--- config.mk ---
export PLATFORM = sky130hd
export DESIGN_NAME = mc_control
export DESIGN_NICKNAME = d
export VERILOG_FILES = /design/src/rtl/mc_control.sv
export SDC_FILE = /design/constraint.sdc
export NUM_CORES = 1
export LEC_CHECK = 0
export ABC_AREA = 1
export BUFFER_PORTS_ARGS = -buffer_cell sky130_fd_sc_hd__buf_2
export CAP_MARGIN = 15
export CORE_UTILIZATION = 41
export CTS_BUF_LIST = sky130_fd_sc_hd__clkbuf_8
export DETAILED_ROUTE_END_ITERATION = 12
export GPL_TIMING_DRIVEN = 0
export PLACE_DENSITY = 0.74
export SYNTH_ARGS = -nofsm -noshare
export SYNTH_HDL_FRONTEND = slang
export SYNTH_SLANG_ARGS = --single-unit
--- constraint.sdc ---
create_clock -name clk -period 1.3 [get_ports clk]
set_clock_uncertainty 0.05 [all_clocks]
set_input_delay 0.195 -clock clk [delete_from_list [all_inputs] [get_ports clk]]
set_output_delay 0.195 -clock clk [all_outputs]
set_load 0.01 [all_outputs]
--- src/rtl/mc_control.sv ---
`default_nettype none
// ============================================================================
//  Module      : mc_control
//  Description : Multi-cycle control unit for an RV32I subset (R-type ALU,
//                I-type ALU, LW, SW, BEQ). Sequences FETCH -> DECODE ->
//                EXECUTE -> MEM -> WB and decodes the datapath strobes
//                from the state and the latched instruction register.
//  Revision    : 1.0 - initial release
// ----------------------------------------------------------------------------
//  Ports
//    clk          in   clock, all state changes on rising edge
//    rst          in   synchronous active-high reset
//    instr[31:0]  in   instruction word, captured in FETCH when mem_ready=1
//    mem_ready    in   memory handshake (FETCH and MEM)
//    zero         in   ALU zero flag (EXECUTE, BEQ only)
//    alu_op[3:0]  out  ALU operation code
//    alu_src      out  operand-2 select: 0=rs2, 1=immediate
//    ir_write     out  load instruction register
//    pc_write     out  advance program counter
//    mem_read     out  memory read strobe
//    mem_write    out  memory write strobe
//    reg_write    out  register file write strobe
//    mem_to_reg   out  write-back source select: 1=memory data
//    branch_taken out  BEQ taken (combinational from zero in EXECUTE)
//    illegal      out  one-cycle pulse on an unsupported instruction
//    retire       out  one-cycle pulse in the last cycle of a legal instr
// ============================================================================
module mc_control (
    input  logic        clk,
    input  logic        rst,
    input  logic [31:0] instr,
    input  logic        mem_ready,
    input  logic        zero,
    output logic [3:0]  alu_op,
    output logic        alu_src,
    output logic        ir_write,
    output logic        pc_write,
    output logic        mem_read,
    output logic        mem_write,
    output logic        reg_write,
    output logic        mem_to_reg,
    output logic        branch_taken,
    output logic        illegal,
    output logic        retire
);

    localparam logic [3:0] c_ALU_AND = 4'b0000;
    localparam logic [3:0] c_ALU_OR  = 4'b0001;
    localparam logic [3:0] c_ALU_ADD = 4'b0010;
    localparam logic [3:0] c_ALU_SUB = 4'b0110;
    localparam logic [3:0] c_ALU_LT  = 4'b0100;
    localparam logic [3:0] c_ALU_SRL = 4'b1000;
    localparam logic [3:0] c_ALU_SLL = 4'b1001;
    localparam logic [3:0] c_ALU_SRA = 4'b1010;
    localparam logic [3:0] c_ALU_XOR = 4'b0101;

    localparam logic [6:0] c_OPC_R   = 7'b0110011;
    localparam logic [6:0] c_OPC_I   = 7'b0010011;
    localparam logic [6:0] c_OPC_LW  = 7'b0000011;
    localparam logic [6:0] c_OPC_SW  = 7'b0100011;
    localparam logic [6:0] c_OPC_BEQ = 7'b1100011;

    typedef enum logic [2:0] {
        S_FETCH   = 3'd0,
        S_DECODE  = 3'd1,
        S_EXECUTE = 3'd2,
        S_MEM     = 3'd3,
        S_WB      = 3'd4
    } state_t;

    state_t      r_state;
    state_t      w_next;
    logic [31:0] r_ir;

    // ------------------------------------------------------------------
    // Instruction field decode (from the latched IR only)
    // ------------------------------------------------------------------
    logic [6:0] w_opcode;
    logic [2:0] w_funct3;
    logic       w_bit30;
    logic       w_is_r, w_is_i, w_is_lw, w_is_sw, w_is_beq;
    logic       w_legal;
    logic [3:0] w_exec_op;
    logic       w_exec_src;
    logic       w_ir_unused;

    assign w_opcode = r_ir[6:0];
    assign w_funct3 = r_ir[14:12];
    assign w_bit30  = r_ir[30];

    // Register/immediate/offset fields belong to the datapath, not here.
    assign w_ir_unused = ^{r_ir[31], r_ir[29:15], r_ir[11:7]};

    assign w_is_r   = (w_opcode == c_OPC_R);
    assign w_is_i   = (w_opcode == c_OPC_I);
    assign w_is_lw  = (w_opcode == c_OPC_LW);
    assign w_is_sw  = (w_opcode == c_OPC_SW);
    assign w_is_beq = (w_opcode == c_OPC_BEQ);

    // funct3=011 (sltu) is outside the supported subset for R/I-ALU.
    assign w_legal = ((w_is_r || w_is_i) && (w_funct3 != 3'b011))
                  || ((w_is_lw || w_is_sw) && (w_funct3 == 3'b010))
                  || (w_is_beq && (w_funct3 == 3'b000));

    // ALU operation for the latched instruction. Only legal instructions
    // ever reach EXECUTE/MEM/WB, so illegal encodings need no special case.
    always_comb begin
        w_exec_op  = c_ALU_ADD;
        w_exec_src = 1'b0;
        if (w_is_lw || w_is_sw) begin
            w_exec_op  = c_ALU_ADD;
            w_exec_src = 1'b1;
        end else if (w_is_beq) begin
            w_exec_op  = c_ALU_SUB;
            w_exec_src = 1'b0;
        end else begin
            w_exec_src = w_is_i;
            case (w_funct3)
                // addi ignores IR[30]: only R-type can subtract here
                3'b000:  w_exec_op = (w_is_r && w_bit30) ? c_ALU_SUB : c_ALU_ADD;
                3'b001:  w_exec_op = c_ALU_SLL;
                3'b010:  w_exec_op = c_ALU_LT;
                3'b100:  w_exec_op = c_ALU_XOR;
                3'b101:  w_exec_op = w_bit30 ? c_ALU_SRA : c_ALU_SRL;
                3'b110:  w_exec_op = c_ALU_OR;
                3'b111:  w_exec_op = c_ALU_AND;
                default: w_exec_op = c_ALU_ADD;
            endcase
        end
    end

    // ------------------------------------------------------------------
    // State and instruction register
    // ------------------------------------------------------------------
    always_ff @(posedge clk) begin
        if (rst) begin
            r_state <= S_FETCH;
            r_ir    <= 32'h0000_0000;
        end else begin
            r_state <= w_next;
            if ((r_state == S_FETCH) && mem_ready) begin
                r_ir <= instr;
            end
        end
    end

    // ------------------------------------------------------------------
    // Next state and outputs. Everything is forced idle while rst is
    // high so an in-flight memory access is dropped in the reset cycle.
    // ------------------------------------------------------------------
    always_comb begin
        w_next       = r_state;
        alu_op       = c_ALU_ADD;
        alu_src      = 1'b0;
        ir_write     = 1'b0;
        pc_write     = 1'b0;
        mem_read     = 1'b0;
        mem_write    = 1'b0;
        reg_write    = 1'b0;
        mem_to_reg   = 1'b0;
        branch_taken = 1'b0;
        illegal      = 1'b0;
        retire       = 1'b0;

        if (!rst) begin
            case (r_state)
                S_FETCH: begin
                    mem_read = 1'b1;
                    if (mem_ready) begin
                        ir_write = 1'b1;
                        pc_write = 1'b1;
                        w_next   = S_DECODE;
                    end
                end
                S_DECODE: begin
                    if (w_legal) begin
                        w_next = S_EXECUTE;
                    end else begin
                        illegal = 1'b1;
                        w_next  = S_FETCH;
                    end
                end
                S_EXECUTE: begin
                    alu_op  = w_exec_op;
                    alu_src = w_exec_src;
                    if (w_is_beq) begin
                        branch_taken = zero;
                        retire       = 1'b1;
                        w_next       = S_FETCH;
                    end else if (w_is_lw || w_is_sw) begin
                        w_next = S_MEM;
                    end else begin
                        w_next = S_WB;
                    end
                end
                S_MEM: begin
                    alu_op    = w_exec_op;
                    alu_src   = w_exec_src;
                    mem_read  = w_is_lw;
                    mem_write = w_is_sw;
                    if (mem_ready) begin
                        if (w_is_lw) begin
                            w_next = S_WB;
                        end else begin
                            retire = 1'b1;
                            w_next = S_FETCH;
                        end
                    end
                end
                S_WB: begin
                    alu_op     = w_exec_op;
                    alu_src    = w_exec_src;
                    reg_write  = 1'b1;
                    mem_to_reg = w_is_lw;
                    retire     = 1'b1;
                    w_next     = S_FETCH;
                end
                default: begin
                    w_next = S_FETCH;
                end
            endcase
        end
    end

endmodule
`default_nettype wire

# == Yosys cells after proc, flatten, opt, wreduce, memory -nomap -nowiden ==
# Cells that the tools add are included.
# classes
eq_ne,18
muxes,40
n_reduce_logical,13
# ops
operator,count
4-bit one-hot mux with 7 select lines,1
1-bit 2-to-1 mux,24
3-bit 2-to-1 mux,6
4-bit 2-to-1 mux,4
3-bit equality test (second input constant),5
7-bit by 6-bit equality test with 1-bit output (second input constant),2
3-bit one-hot mux with 4 select lines,1
3-bit by 2-bit equality test with 1-bit output (second input constant),3
7-bit by 2-bit equality test with 1-bit output (second input constant),1
7-bit by 5-bit equality test with 1-bit output (second input constant),1
7-bit equality test (second input constant),1
3-bit by 1-bit equality test with 1-bit output (second input constant),2
3-bit zero test,2
1-bit logical AND,5
1-bit logical OR,4
2-bit 2-to-1 mux,2
2-bit inequality test (second input constant),2
3-bit by 2-bit inequality test with 1-bit output (second input constant),1
1-bit one-hot mux with 3 select lines,1
3-bit OR reduction,1
1-bit one-hot mux with 2 select lines,1
2-bit AND reduction,1
# totals
regBits,34
in_bits,36
out_inout_bits,14
elab_cells,73

# == Logic depth before layout (Yosys ltp) ==
# logic_depth
depth_word,8
ltp_mapped,11
depth_no_buf,11

# == Worst setup path before layout ==
# No wires, ideal clock.
# synth_timing
path_kind,register -> output
from,register r_state[1]
to,output pc_write
arrival_ns,1.223
required_ns,1.055
slack_ns,-0.168
stages_incl_launch_ff,8
n_path_buf,2
path_cell_list,dfxtp_1 > nor2_2 > inv_2 > nor2_8 > nand2_4 > buf_6 > nor2_1 > buf_4
# synth_via
elab_chain_len,3
# synth_lines
element,line_no,text
start: declaration,71,state_t r_state;
start signal: assignment,140,r_state <= w_next;
3-bit zero test,--,
1-bit 2-to-1 mux (2 in a row),--,
end: declaration,37,"output logic pc_write,"
# Every way passes these cells.

# == Worst setup path in the final report ==
# layout_timing
from,register r_ir[3]
to,output alu_op[2]
# layout_via
elab_chain_len,8
word_cells_on_any_way,12
cone_classes,4 x eq/ne; 6 x mux; 2 x reduce/logical
# layout_lines
element,line_no,text
start: declaration,73,logic [31:0] r_ir;
start signal: assignment,142,r_ir <= instr;
7-bit by 6-bit equality test with 1-bit output,94,assign w_is_r = (w_opcode == c_OPC_R);
1-bit logical AND,120,3'b000: w_exec_op = (w_is_r && w_bit30) ? c_ALU_SUB : c_ALU_ADD;
3-bit 2-to-1 mux,120,
4-bit one-hot mux with 7 select lines,118,case (w_funct3)
4-bit 2-to-1 mux,113,end else if (w_is_beq) begin
4-bit 2-to-1 mux (*),110,if (w_is_lw || w_is_sw) begin
4-bit 2-to-1 mux (*),166,case (r_state)
4-bit 2-to-1 mux (*),165,if (!rst) begin
end: declaration,34,"output logic [3:0] alu_op,"
# Mark *: on every way between the ends. The rest lies on a longest branch, timed or not.

==> metrics list <==
* Gate family responsible for the most delay along the worst path: simple AND/OR/NAND/NOR gates
* Hold buffers post-CTS: 0
- After layout, the minimum clock period comes to 1.67 ns.
- Of the post-synthesis cell area, the dominant cell type holds 0.301.
- Count of warnings emitted by yosys: 0
- The number of global-route vias before repair was 996.
- The clock passes through at most 2 buffers.
- Of all cell types, the one taking the most synthesized area is sky130_fd_sc_hd__dfxtp_1.
- When the netlist entered floorplanning its net count stood at 177.
- Of the cells placed in the final design, the portion with a size suffix greater than 1 is 0.561.
* Most common cell after layout, fill and taps aside: sky130_fd_sc_hd__buf_2
* Arrival time reported for the critical path endpoint: ~1.4 ns
- Among all stages on the critical path, the largest delay is contributed by sky130_fd_sc_hd__dfxtp_2.
- Type of the setup path with the least slack: flop to output pin
- After detailed routing, the number of remaining DRC violations is 0.
- Remaining Overflow, GRT: 0
- HPWL Detailed: 1.71 mm
- # rows: 16
- In this run the tool buffered the top-level ports with 26 buffer cells.
* Sequential share of the synthesized area: 0.301
* Relative slew slack: 0.513
- Cell repeated most along the worst path: sky130_fd_sc_hd__nor2_1
* 1st-pass router iterations: 4
- Max Slew Vio Count: 0
- By area the synthesized netlist is led by sky130_fd_sc_hd__dfxtp_1, sky130_fd_sc_hd__nand2_1, sky130_fd_sc_hd__nor2_1.
- Wire length of the first global-routing pass: 4.14 mm
- Averaged over all synthesized cells, the footprint is 6.61 um2.
* CTS Buf Count: 3
- Transition at the pin with the smallest max-transition slack: 0.730 ns
- Dividing the final minimum period by the clock period gives 1.28.
- Cell chain of the critical path: nor2_2, nand2_2, nor2_4, nand3_2, a21oi_2, nor2_1, nor2_1, buf_2
- CTS tree: yes
- Post-route ant nets: 0
- DIE AREA: 0.00247 mm2
* Routability congestion estimate: 0.839
* Worst min path class: input pin to flop
- After detailed routing, the number of vias per cell comes to 5.27.
- Final core occ: 0.696
- Synth Instances: 141
- Root buffer cell: sky130_fd_sc_hd__clkbuf_8
- Status: finished with violations
- The die is slightly below 50 um wide.
- Avg WL per Cell: 13.3 um
- Final hold analysis gives a worst-case slack of 0.152 ns.
- Start point of the worst hold path: instr[13]
* Total vias in the final route: around 1,100
* Pin count of the biggest net entering global routing: 19
* Endpoints failing setup: 14
* Die height: about 50 um
- The finished cells cover 0.00142 mm2.
- The number of antenna violations at the first check in global routing was 0.
- The worst setup path is launched from a flop.
- After floorplanning, the core was sized to cover around 0.0020 mm2.
- Final hold vios: 0
* Fmax: 599 MHz
* NumNets Final: 217
* I/O Pins: 50
- Slowest Stage Delay on Critical Path: 0.32 ns
- Least setup slack across all paths after layout: -0.369 ns
- For this configuration, the core starts out at a cell density of 0.456.
- The tool flagged a number of max-cap violations equal to 0.
- Synth-to-layout area growth: 52.5%
- Worst path buffer plus inverter count: 1
- Power Dens Cells: 859 mW/mm2
* Worst Path Max Fanout: 5
- In this run the number of H-tree levels came out at 1.
- Setup repair after global routing missed its margin: yes
* Critical Path Sink Type: output pin
- Post-synth design cell area: ~930 um2
* Clock latency on the worst-skew pair: approximately 0.25 ns
- Clock-pin slew was measured on the worst setup and hold paths at ~0.06 ns.
- For this run, the total global-route usage over all layers was measured as 0.222.
- VDD sags by at most 0.760 mV.
- Critical path startpoint: r_ir[3]
- Required time at the endpoint of the critical path: 1.05 ns
- The checks that failed: negative setup slack.
- Reg-to-Reg Start: r_state[1]
* Library cells used by synthesis: 27
- Drt first-iter violations: 31
- Counting the fill cells in the layout gives 175.
- Counting flops and latches in the post-synthesis netlist gives 14.
* Wire length after detailed routing: between 2 and 3 mm
- 0 antenna diodes ended up in the layout.
- Clock Sinks: 14
- Most used cells in the layout excluding fill and tap cells: sky130_fd_sc_hd__buf_2, sky130_fd_sc_hd__nand2_1, sky130_fd_sc_hd__nor2_1
- The analysis attributes to cell leakage a power of 0.652 nW.
- After detailed placement, the total cell area comes to about 0.0011 mm2.
## sequential cells by signal, indices dropped and copies added (netlist names)
name / flops
r_ir: 11
r_state: 3
## kinds of logic (layout without fill, tap and decap cells)
logic type      after synthesis  after routing  share of synthesized area
compound gates               28             28                      0.187
buf+inv                      26             65                      0.122
flops                        14             14                      0.301
simple gates                 73             73                      0.391
## power by group
part           switching, mW  internal, mW  total, mW
combinational          0.170         0.126      0.296
clock                  0.166         0.269      0.435
sequential            0.0302         0.460      0.491
## area by class of cell
cell class | instances | area [um2] | share of cell area
inverters | 21 | 81.3 | 0.0572
clock buffers | 4 | 55.1 | 0.0387
plain buffers | 4 | 27.5 | 0.0194
multi-input cells | 101 | 678 | 0.477
flip-flops and latches | 14 | 294 | 0.207
well taps | 27 | 33.8 | 0.0238
repair buffers | 36 | 251 | 0.177
## per-layer routing
layer,wire [um],GRT usage,share of wire,vias to the layer above
li1,-,-,-,541
met1,1160,0.258,0.42,496
met2,1380,0.381,0.50,43
met3,126,0.0278,0.046,10
met4,82,0.138,0.030,0
met5,0,0,0,-
## worst reg2reg max path, delay by kind of cell (launching register included)
| kind | cells | cell delay (ns) |
|---|---|---|
| AO/OA/AOI/OAI | 2 | 0.21 |
| buffers and inverters | 2 | 0.22 |
| flip-flops | 1 | 0.36 |
| AND/OR/NAND/NOR | 3 | 0.35 |
## metrics by stage
stage	setup TNS [ns]	setup slack (ns)	instances	total power, mW
global placement	-1.17	-0.168	194	0.693
floorplan	-0.0419	-0.0419	141	0.644
finish	-4.45	-0.369	207	1.22
detailed placement	-1.42	-0.182	194	0.700
CTS	-4.13	-0.371	205	1.17
global route	-5.80	-0.475	207	1.27
## synthesized netlist by cell type, drive strengths merged
master and n:
nor3 3, nor2 25, nand4 2, nor4 3, o21ai 12, nand3 11, clkbuf 1, a31oi 1
buf 4, dfxtp 14, inv 21, nand2 29, a21oi 14, o211ai 1
## worst paths after layout
path	to	slack (ns)	depth (start not counted)
min	r_ir[13]	0.15	3
max reg2reg	r_ir[14]	0	7
max	alu_op[2]	-0.37	8
min reg2reg	r_ir[0]	0.41	2
## timing repair
item                                    CTS  global route
gates resized for setup                  27            24
buffers inserted                          8             2
cloned                                    0             1
endpoints found under the setup margin   14            26
pin swaps                                 7             8
No activity file was read; power rests on OpenSTA's default activity.
